**config.mk**
```make
export PLATFORM = sky130hd
export DESIGN_NAME = screen_console_writer_flat
export DESIGN_NICKNAME = d
export VERILOG_FILES = /design/src/rtl/console_pkg.sv /design/src/rtl/screen_console_writer_if.sv /design/src/rtl/console_cursor.sv /design/src/rtl/screen_console_writer.sv /design/src/flat_wrapper.sv
export SDC_FILE = /design/constraint.sdc
export NUM_CORES = 1
export LEC_CHECK = 0
export BUFFER_PORTS_ARGS = -buffer_cell sky130_fd_sc_hd__buf_2
export CAP_MARGIN = 5
export CORE_MARGIN = 2
export CORE_UTILIZATION = 49
export CTS_CLUSTER_DIAMETER = 80
export DETAILED_ROUTE_END_ITERATION = 6
export GPL_ROUTABILITY_DRIVEN = 0
export PLACE_DENSITY = 0.83
export SETUP_SLACK_MARGIN = 0.5
export SYNTH_ARGS = -nofsm -noshare
export SYNTH_HDL_FRONTEND = slang
export SYNTH_SLANG_ARGS = --single-unit
```
**constraint.sdc**
```tcl
create_clock -name clock -period 2.2 [get_ports clock]
set_input_delay 0 -clock clock [delete_from_list [all_inputs] [get_ports clock]]
set_output_delay 0 -clock clock [all_outputs]
set_load 0.02 [all_outputs]
```
**src/rtl/console_pkg.sv**
```systemverilog
// console_pkg: shared command codes, FSM state constants and default geometry for the console writer
package console_pkg;
  typedef enum logic [1:0] {CMD_PUT, CMD_NEWLINE, CMD_CLEAR, CMD_HOME} cmd_t;
  localparam logic [1:0] ST_IDLE = 2'd0, ST_CLEAR = 2'd1, ST_COPY = 2'd2, ST_FILL = 2'd3;
  localparam int DEF_COLS = 40, DEF_ROWS = 30, DEF_DBITS = 4, DEF_BLANK = 0;
endpackage

```
**src/rtl/screen_console_writer_if.sv**
```systemverilog
// screen_console_writer_if: token stream, screen-memory ports and cursor/busy status of the console writer
interface screen_console_writer_if #(
  parameter int COLS = 40,
  parameter int ROWS = 30,
  parameter int Dbits = 4
);
  localparam int AW = $clog2(COLS * ROWS), CW = $clog2(COLS), RW = $clog2(ROWS);
  logic in_valid, in_ready;
  logic [1:0] in_cmd;
  logic [Dbits-1:0] in_char;
  logic mem_wr;
  logic [AW-1:0] mem_waddr, mem_raddr;
  logic [Dbits-1:0] mem_wdata, mem_rdata;
  logic [CW-1:0] cursor_col;
  logic [RW-1:0] cursor_row;
  logic busy;
  modport slave (
    input in_valid, in_cmd, in_char, mem_rdata,
    output in_ready, mem_wr, mem_waddr, mem_wdata, mem_raddr, cursor_col, cursor_row, busy
  );
  modport master (
    output in_valid, in_cmd, in_char, mem_rdata,
    input in_ready, mem_wr, mem_waddr, mem_wdata, mem_raddr, cursor_col, cursor_row, busy
  );
endinterface

```
**src/rtl/console_cursor.sv**
```systemverilog
// console_cursor: text cursor column/row counters; flags when an advance or newline falls off the last row
module console_cursor #(
  parameter int COLS = 40,
  parameter int ROWS = 30,
  localparam int CW = $clog2(COLS),
  localparam int RW = $clog2(ROWS)
) (
  input  logic          clock,
  input  logic          reset,
  input  logic          advance,
  input  logic          newline,
  input  logic          home,
  output logic [CW-1:0] col,
  output logic [RW-1:0] row,
  output logic          scroll
);
  logic last_col, last_row, wrap;
  assign last_col = col == CW'(COLS - 1);
  assign last_row = row == RW'(ROWS - 1);
  assign wrap = newline | (advance & last_col);
  assign scroll = wrap & last_row;
  always_ff @(posedge clock) begin
    if (reset | home) begin
      col <= '0;
      row <= '0;
    end else if (wrap) begin
      col <= '0;
      row <= last_row ? row : row + 1'b1;
    end else if (advance) begin
      col <= col + 1'b1;
    end
  end
endmodule

```
**src/rtl/screen_console_writer.sv**
```systemverilog
// screen_console_writer: token-driven writer for the character screen memory with clear and scroll-up FSM
// Build option: define CONSOLE_CLEAR_ON_RESET_EN to blank the whole screen on reset release.
module screen_console_writer
  import console_pkg::*;
#(
  parameter int COLS = DEF_COLS,
  parameter int ROWS = DEF_ROWS,
  parameter int Dbits = DEF_DBITS,
  parameter int BLANK = DEF_BLANK
) (
  input logic clock,
  input logic reset,
  screen_console_writer_if.slave bus
);
  localparam int NLOC = COLS * ROWS, AW = $clog2(NLOC), CW = $clog2(COLS), RW = $clog2(ROWS);
`ifdef CONSOLE_CLEAR_ON_RESET_EN
  localparam logic [1:0] RESET_ST = ST_CLEAR;
`else
  localparam logic [1:0] RESET_ST = ST_IDLE;
`endif
  logic [1:0] state;
  logic [AW-1:0] idx, waddr, addr;
  logic [Dbits-1:0] wdata;
  logic wr, acc, adv, nl, clr, home, scroll, last, copy_last;
  logic [CW-1:0] col;
  logic [RW-1:0] row;
  assign bus.busy = state != ST_IDLE;
  assign bus.in_ready = ~bus.busy;
  assign acc = bus.in_valid & bus.in_ready;
  assign adv = acc & (bus.in_cmd == CMD_PUT);
  assign nl = acc & (bus.in_cmd == CMD_NEWLINE);
  assign clr = acc & (bus.in_cmd == CMD_CLEAR);
  assign home = acc & (bus.in_cmd == CMD_HOME) | clr;
  assign addr = AW'(row) * AW'(COLS) + AW'(col);
  assign last = idx == AW'(NLOC - 1);
  assign copy_last = idx == AW'(NLOC - COLS - 1);
  // read one row below the write target so the copy never touches its own source
  assign bus.mem_raddr = state == ST_COPY ? idx + AW'(COLS) : '0;
  assign bus.mem_wr = wr;
  assign bus.mem_waddr = waddr;
  assign bus.mem_wdata = wdata;
  assign bus.cursor_col = col;
  assign bus.cursor_row = row;
  console_cursor #(.COLS(COLS), .ROWS(ROWS)) u_cursor (
    .clock(clock), .reset(reset), .advance(adv), .newline(nl), .home(home),
    .col(col), .row(row), .scroll(scroll)
  );
  always_ff @(posedge clock) begin
    if (reset) begin
      state <= RESET_ST;
      idx <= '0;
      wr <= 1'b0;
      waddr <= '0;
      wdata <= '0;
    end else if (state == ST_IDLE) begin
      wr <= adv;
      idx <= '0;
      if (adv) begin
        waddr <= addr;
        wdata <= bus.in_char;
      end
      state <= clr ? ST_CLEAR : scroll ? ST_COPY : ST_IDLE;
    end else begin
      wr <= 1'b1;
      waddr <= idx;
      wdata <= state == ST_COPY ? bus.mem_rdata : Dbits'(BLANK);
      idx <= last ? idx : idx + 1'b1;
      state <= state == ST_COPY ? (copy_last ? ST_FILL : ST_COPY) : (last ? ST_IDLE : state);
    end
  end
endmodule

```
**src/flat_wrapper.sv**
```systemverilog
// flat-port wrapper written by rule: the top's interface ports become plain ports
module screen_console_writer_flat import console_pkg::*;
#(
  parameter int COLS = DEF_COLS,
  parameter int ROWS = DEF_ROWS,
  parameter int Dbits = DEF_DBITS,
  parameter int BLANK = DEF_BLANK
)
  (clock, reset, bus_in_valid, bus_in_cmd, bus_in_char, bus_mem_rdata, bus_in_ready, bus_mem_wr, bus_mem_waddr, bus_mem_wdata, bus_mem_raddr, bus_cursor_col, bus_cursor_row, bus_busy);
  screen_console_writer_if #(.COLS(COLS), .ROWS(ROWS), .Dbits(Dbits)) bus_i ();
  input logic clock;
  input logic reset;
  input wire logic [$bits(bus_i.in_valid)-1:0] bus_in_valid;
  input wire logic [$bits(bus_i.in_cmd)-1:0] bus_in_cmd;
  input wire logic [$bits(bus_i.in_char)-1:0] bus_in_char;
  input wire logic [$bits(bus_i.mem_rdata)-1:0] bus_mem_rdata;
  output wire logic [$bits(bus_i.in_ready)-1:0] bus_in_ready;
  output wire logic [$bits(bus_i.mem_wr)-1:0] bus_mem_wr;
  output wire logic [$bits(bus_i.mem_waddr)-1:0] bus_mem_waddr;
  output wire logic [$bits(bus_i.mem_wdata)-1:0] bus_mem_wdata;
  output wire logic [$bits(bus_i.mem_raddr)-1:0] bus_mem_raddr;
  output wire logic [$bits(bus_i.cursor_col)-1:0] bus_cursor_col;
  output wire logic [$bits(bus_i.cursor_row)-1:0] bus_cursor_row;
  output wire logic [$bits(bus_i.busy)-1:0] bus_busy;
  assign bus_i.in_valid = bus_in_valid;
  assign bus_i.in_cmd = bus_in_cmd;
  assign bus_i.in_char = bus_in_char;
  assign bus_i.mem_rdata = bus_mem_rdata;
  assign bus_in_ready = bus_i.in_ready;
  assign bus_mem_wr = bus_i.mem_wr;
  assign bus_mem_waddr = bus_i.mem_waddr;
  assign bus_mem_wdata = bus_i.mem_wdata;
  assign bus_mem_raddr = bus_i.mem_raddr;
  assign bus_cursor_col = bus_i.cursor_col;
  assign bus_cursor_row = bus_i.cursor_row;
  assign bus_busy = bus_i.busy;
  screen_console_writer #(.COLS(COLS), .ROWS(ROWS), .Dbits(Dbits), .BLANK(BLANK)) u_core (.clock(clock), .reset(reset), .bus(bus_i));
endmodule
```
==> flow_metrics.tcl, run 1 <==
set metrics [dict create \
    grt_pass1_vias 2212 \
    startpoint "u_core.u_cursor.row[3]" \
    syn-num-nets 305 \
    synth_cell_types 51 \
    pre_cts_slack_ns 0.117 \
    viasPerCell 5.81 \
    fin_worst_skew_ns 0.0131 \
    fin_setup_tns_ns 0 \
    vdd.ir_drop.worst_mv 0.290 \
    p_sw_mw 0.401 \
    overflow 0 \
    yosysSeqAreaShare_pct 33.4 \
    synth_xor_area_share_pct 7.31 \
    synth_compound_area_share_pct 18.2 \
    vias 2381 \
    first_pass_iters 4 \
    drc 0 \
    start_util_pct 50.7 \
    p_int_mw 1.13 \
    fp.dieW_um 73.9 \
    synthArstFlopShare_pct 0 \
    die_area_mm2 0.00546 \
    switching_share_pct 26.3 \
    h-tree-depth 2 \
    yosys.area.top_type "dfxtp_1" \
    detail_route.wl_per_cell_um 16.3 \
    n_antenna_cell 0 \
    clkTransAtPathRegs_ns 0.09 \
    cts.sinks 40 \
    setup_violations 0 \
    core_mm2 0.00472 \
    yosys-top-cells-area "dfxtp_1 33%, ha_1 7.3%, a21oi_1 5.2%" \
    crit_path_frequent_cell "ha_4" \
    slew_headroom_pct 65.3 \
    drive_gt1_share_pct 40.2 \
    yosysWarnings 0 \
    cp-endpoint "u_core.bus.mem_waddr[10]" \
    antenna_found_initial 0 \
    placed_area_mm2 0.00281 \
    fin_crit_sh_pct 91.2 \
    power_frac_seq_pct 48.1 \
    io_pins 53 \
    final_common_cell "buf_2" \
    rsz0062_at_grt "true" \
    grt_max_degree 25 \
    power_density_mw_per_mm2 477 \
    comb_power_share_pct 10.3 \
    most-common-layout-cells "52 x buf_2, 27 x dfxtp_1, 23 x nand2_1, 23 x nor2_1, 21 x a21oi_1" \
    first_iter_violations 194 \
    critPathMaxStageDelay_ns 0.55 \
    path_max_fanout 3 \
    syn_inst 276 \
    synth-simple-area-share_pct 25.3 \
    io_buffers 52 \
    die_h_um 73.9 \
    synth_area_per_cell_um2 8.68 \
    cp-start-kind "flip-flop" \
    drt_wl_total_um 6670 \
    r2r-end "u_core.bus.mem_waddr[10]" \
    path_buf_inv 0 \
    maxSlewViolCount 0 \
    synthAdderAreaFrac_pct 8.99 \
    grt_pass1_wl_um 10200 \
    syn_area_mm2 0.00239 \
    placedCellCount 389 \
    n_fill_cell 378 \
    crit_family "adder cells" \
    critPathArrivalTime_ns 2.23 \
    setup_ws_ns 0.195 \
    min_path_type "in -> reg" \
    p_leak_nw 1.27 \
    synthMuxAreaShare_pct 2.51 \
    final_cell_area_mm2 0.00320 \
    cp_cell_sequence "ha_4 > ha_4 > fa_2 > nand3_2 > o21ai_2 > nand4_1 > a221oi_2" \
    hpwl_um 4410 \
    grt.total_usage_pct 23.7 \
    r2r-start "u_core.u_cursor.row[3]" \
    clk_path_buf_depth 2 \
    nNetsFinal 371 \
    worst_pin_slew_ns 0.513 \
    root_buffer "clkbuf_8" \
    hold_viol 0 \
    yosys.area.top_type_share_pct 33.4 \
    ant_nets 0 \
    crit_type "reg -> reg" \
    ys.flop_type "dfxtp_1" \
    maxCapViolations 0 \
    slowest_stage "fa_2" \
    worstPathRequired_ns 2.42 \
    synth_edf_count 0 \
    r2r_cells 7 \
    rrSetupSlack_ns 0.19 \
    path_depth 7 \
    syn_to_final_growth_pct 33.8 \
    placementRows 25 \
    cts_buffers 5 \
    cts_tree "done" \
    insertion_delay_ns 0.31 \
    status "finished clean" \
    fmax_mhz 499 \
    period_needed_ns 2.01 \
    pwr-share-clk_pct 41.6 \
    ys_seq_elements 40 \
    synth_top_family_by_area "simple AND/OR/NAND/NOR gates" \
    critPathCaptureType "flip-flop" \
    instances_no_fill 410 \
]
## state kept, by name, indices dropped and copies added, names as in the netlist
| register | count |
|---|---|
| u_core.u_cursor.col | 6 |
| u_core.bus.mem_wr | 1 |
| u_core.u_cursor.row | 5 |
| u_core.state | 2 |
| u_core.idx | 11 |
| u_core.bus.mem_wdata | 4 |
| u_core.bus.mem_waddr | 11 |
## worst register-to-register path, stage by stage (launching register included)
cell and delay (ns):
dfxtp_4 0.37, ha_4 0.24, ha_4 0.16, fa_2 0.55
nand3_2 0.08, o21ai_2 0.18, nand4_1 0.13, a221oi_2 0.22
## power by group through the flow
| stage | Combinational, mW | Clock (mW) | Sequential [mW] |
|---|---|---|---|
| after CTS | 0.139 | 0.640 | 0.737 |
| after global placement | 0.130 | 0 | 0.755 |
| after global routing | 0.169 | 0.668 | 0.737 |
| after floorplan | 0.0789 | 0 | 0.764 |
| after detailed placement | 0.131 | 0 | 0.756 |
| final | 0.157 | 0.636 | 0.736 |
## stage by stage
stage               utilization (%)  total power, mW  hold WS, ns
floorplan                         -            0.843        0.173
global placement               59.6            0.885        0.342
detailed placement             59.6            0.887        0.361
CTS                            64.1             1.52       0.0268
global route                   67.8             1.57       0.0505
finish                         67.8             1.53       0.0473
## timing repair
| action | 4_1_cts | 5_1_grt |
|---|---|---|
| gates cloned | 0 | 1 |
| gates resized for setup | 15 | 29 |
| setup endpoints to repair | 20 | 27 |
| hold buffers | 0 | 0 |
| endpoints found under the hold margin | 0 | 0 |
| setup buffers | 6 | 6 |
| pin swaps | 7 | 14 |
## Yosys cell counts, types with 2 or more instances
cell and instances:
a31oi_1 3, a21oi_1 25, clkbuf_1 8, nand4_1 9, buf_2 2, o21ai_0 9
ha_1 14, nor2_1 24, and3_1 2, nand2_1 24, dfxtp_1 40, or3_1 8
nor4b_4 2, buf_4 2, a22oi_1 10, a21o_1 3, fa_1 2, and4_1 2
o31ai_1 4, xnor2_1 7, buf_6 2, nand2b_1 2, o21bai_1 2, xor2_1 13
or4_1 5, nand3_1 10, nor3_1 5, inv_1 5, mux2i_1 6, and2_1 5
## how the worst min path moves through the flow
| stage | from | to | slack, ns | cells after the start |
|---|---|---|---|---|
| after floorplan | bus_in_valid | u_core.state[0] | 0.17 | 2 |
| after global placement | bus_in_valid | u_core.state[0] | 0.34 | 3 |
| after detailed placement | bus_in_valid | u_core.state[0] | 0.36 | 3 |
| after CTS | bus_in_valid | u_core.state[0] | 0.03 | 3 |
| after global routing | bus_in_valid | u_core.state[0] | 0.05 | 3 |
| final | bus_in_valid | u_core.state[0] | 0.05 | 3 |
## layer usage
metal,vias up,routed length (um),track usage [%]
li1,1143,-,-
met1,1151,2740,30.6
met2,77,3510,40.3
met3,10,336,3.98
met4,0,87,7.47
met5,-,0,0
## kinds of logic (layout without fill, tap and decap cells)
kind of cell | Yosys count | in the layout
XOR/XNOR | 20 | 20
AO/OA/AOI/OAI | 68 | 68
adder cells (fa/ha/maj) | 16 | 16
buffers and inverters | 20 | 86
multiplexers | 6 | 6
AND/OR/NAND/NOR | 106 | 107
flip-flops | 40 | 40
## area by class of cell
cell class                      count  area (um^2)  area share, %
Clock buffer                        5         68.8           2.15
Sequential cell                    40          837           26.1
Tap cell                           67         83.8           2.62
Clock inverter                      3         46.3           1.45
Multi-Input combinational cell    217         1730           53.9
Inverter                            6         22.5          0.703
Timing Repair Buffer               72          418           13.0
No activity file was read; power rests on OpenSTA's default activity.
==> inputs of run 2 (changes only) <==
==> constraint.sdc (replaced) <==
create_clock -name clock -period 1.75 [get_ports clock]
set_input_delay 0 -clock clock [delete_from_list [all_inputs] [get_ports clock]]
set_output_delay 0 -clock clock [all_outputs]
set_load 0.02 [all_outputs]
==> flow_metrics.tcl, run 2 (synthesis gave the netlist of run 1 again) <==
set metrics [dict create \
    setup_violations 7 \
    critPathMaxStageDelay_ns 0.57 \
    die_h_um 73.9 \
    slew_headroom_pct 63.5 \
    power_frac_seq_pct 47.9 \
    startpoint "u_core.u_cursor.row[3]" \
    clk_path_buf_depth 2 \
    placementRows 25 \
    comb_power_share_pct 14.8 \
    io_buffers 52 \
    clkTransAtPathRegs_ns 0.09 \
    first_pass_iters 5 \
    cp_cell_sequence "ha_4 > ha_4 > fa_2 > nand3_2 > o21ai_2 > mux2i_1 > a211oi_1" \
    power_density_mw_per_mm2 477 \
    placed_area_mm2 0.00305 \
    worstPathRequired_ns 1.96 \
    final_cell_area_mm2 0.00397 \
    syn_to_final_growth_pct 65.6 \
    cts_tree "done" \
    first_iter_violations 341 \
    die_area_mm2 0.00546 \
    ant_nets 0 \
    fp.dieW_um 73.9 \
    final_common_cell "buf_4" \
    most-common-layout-cells "42 x buf_4, 39 x buf_2, 29 x buf_6, 20 x dfxtp_4" \
    switching_share_pct 29.6 \
    vias 2892 \
    drc 0 \
    insertion_delay_ns 0.32 \
    critPathArrivalTime_ns 2.33 \
    rsz0062_at_grt "true" \
    n_antenna_cell 0 \
    r2r-start "u_core.u_cursor.row[3]" \
    critPathCaptureType "flip-flop" \
    cp-start-kind "flip-flop" \
    root_buffer "clkbuf_8" \
    slowest_stage "fa_2" \
    pwr-share-clk_pct 37.2 \
    worst_pin_slew_ns 0.546 \
    crit_family "adder cells" \
    path_buf_inv 0 \
    fin_crit_sh_pct 121 \
    hpwl_um 4680 \
    maxSlewViolCount 0 \
    grt.total_usage_pct 31.7 \
    min_path_type "in -> reg" \
    fin_worst_skew_ns 0.00931 \
    n_fill_cell 250 \
    drive_gt1_share_pct 60.1 \
    finalPower_mw 1.89 \
    core_mm2 0.00472 \
    hold_buffers 0 \
    grt_max_degree 25 \
    drt_wl_total_um 9880 \
    violations "negative setup slack" \
    status "finished, violations left" \
    maxCapViolations 0 \
    grt_pass1_wl_um 13100 \
    viasPerCell 6.38 \
    antenna_found_initial 0 \
    cts.sinks 40 \
    hp-start "bus_in_valid" \
    h-tree-depth 2 \
    period_needed_ns 2.12 \
    io_pins 53 \
    crit_type "reg -> reg" \
    start_util_pct 50.7 \
    crit_path_frequent_cell "ha_4" \
    setup_ws_ns -0.368 \
    vdd.ir_drop.worst_mv 0.483 \
    cts_buffers 5 \
    path_max_fanout 4 \
    p_leak_nw 1.55 \
    grt_pass1_vias 2653 \
    p_sw_mw 0.560 \
    hold_viol 0 \
    fmax_mhz 472 \
    p_int_mw 1.33 \
    nNetsFinal 414 \
    overflow 0 \
    detail_route.wl_per_cell_um 21.8 \
]
[run 2: cell types whose count changed in the layout (fill, tap and decap cells not counted), moves of 10 or more]
| cell | delta |
|---|---|
| buf_2 | -13 |
| dfxtp_4 | +12 |
| buf_4 | +24 |
| buf_6 | +27 |
| dfxtp_1 | -10 |
[run 2: layout make-up]
cell class                      instances  area (um^2)  area share (%)
Sequential cell                        40          880            22.2
Timing Repair Buffer                  114          892            22.5
Tap cell                               67         83.8            2.11
Multi-Input combinational cell        218         1990            50.2
Clock buffer                            6         82.6            2.08
Inverter                                6         25.0           0.631
Clock inverter                          2         12.5           0.315
[run 2: stage by stage]
stage                     setup WS, ns  utilization (%)  cells  TNS [ns]  hold slack (ns)
after CTS                       -0.235             76.5    431    -0.715           0.0427
after detailed placement        -0.285             64.5    398    -0.836            0.339
final                           -0.368             84.0    453     -1.23           0.0431
after floorplan                 -0.264                -    276    -0.754            0.165
after global routing            -0.423             84.0    453     -1.63           0.0428
after global placement          -0.231             64.5    398    -0.676            0.328
[run 2: worst paths after layout]
kind | to | slack, ns | cells after the start
setup / recovery | u_core.bus.mem_waddr[8] | -0.37 | 7
hold / removal | u_core.state[0] | 0.04 | 3
setup reg to reg | u_core.bus.mem_waddr[8] | -0.37 | 7
hold reg to reg | u_core.bus.mem_wdata[2] | 0.46 | 2
[run 2: timing repair]
action,CTS,global route
resized for setup,79,48
gates cloned,3,0
setup buffers,22,22
endpoints found under the setup margin,52,53
pin swaps,45,35
[run 2: power by group through the flow]
stage	clock [mW]	combinational, mW	sequential (mW)
finish	0.705	0.280	0.907
global route	0.731	0.291	0.909
CTS	0.663	0.233	0.912
detailed placement	0	0.179	0.937
global placement	0	0.175	0.936
floorplan	0	0.115	0.950
[run 2: routing by layer]
| metal | vias up | global-route usage [%] | routed length [um] | part of all wire, % |
|---|---|---|---|---|
| li1 | 1228 | - | - | - |
| met2 | 211 | 56.5 | 5040 | 51 |
| met3 | 74 | 5.21 | 739 | 7.5 |
| met5 | - | 0 | 0 | 0 |
| met1 | 1379 | 35.6 | 3390 | 34 |
| met4 | 0 | 17.8 | 719 | 7.3 |
[run 2: worst min-delay path: cells and delay by family]
family                 cells  cell delay (ns)
buffers and inverters      1             0.15
AND/OR/NAND/NOR            1             0.08
AO/OA/AOI/OAI              1             0.08
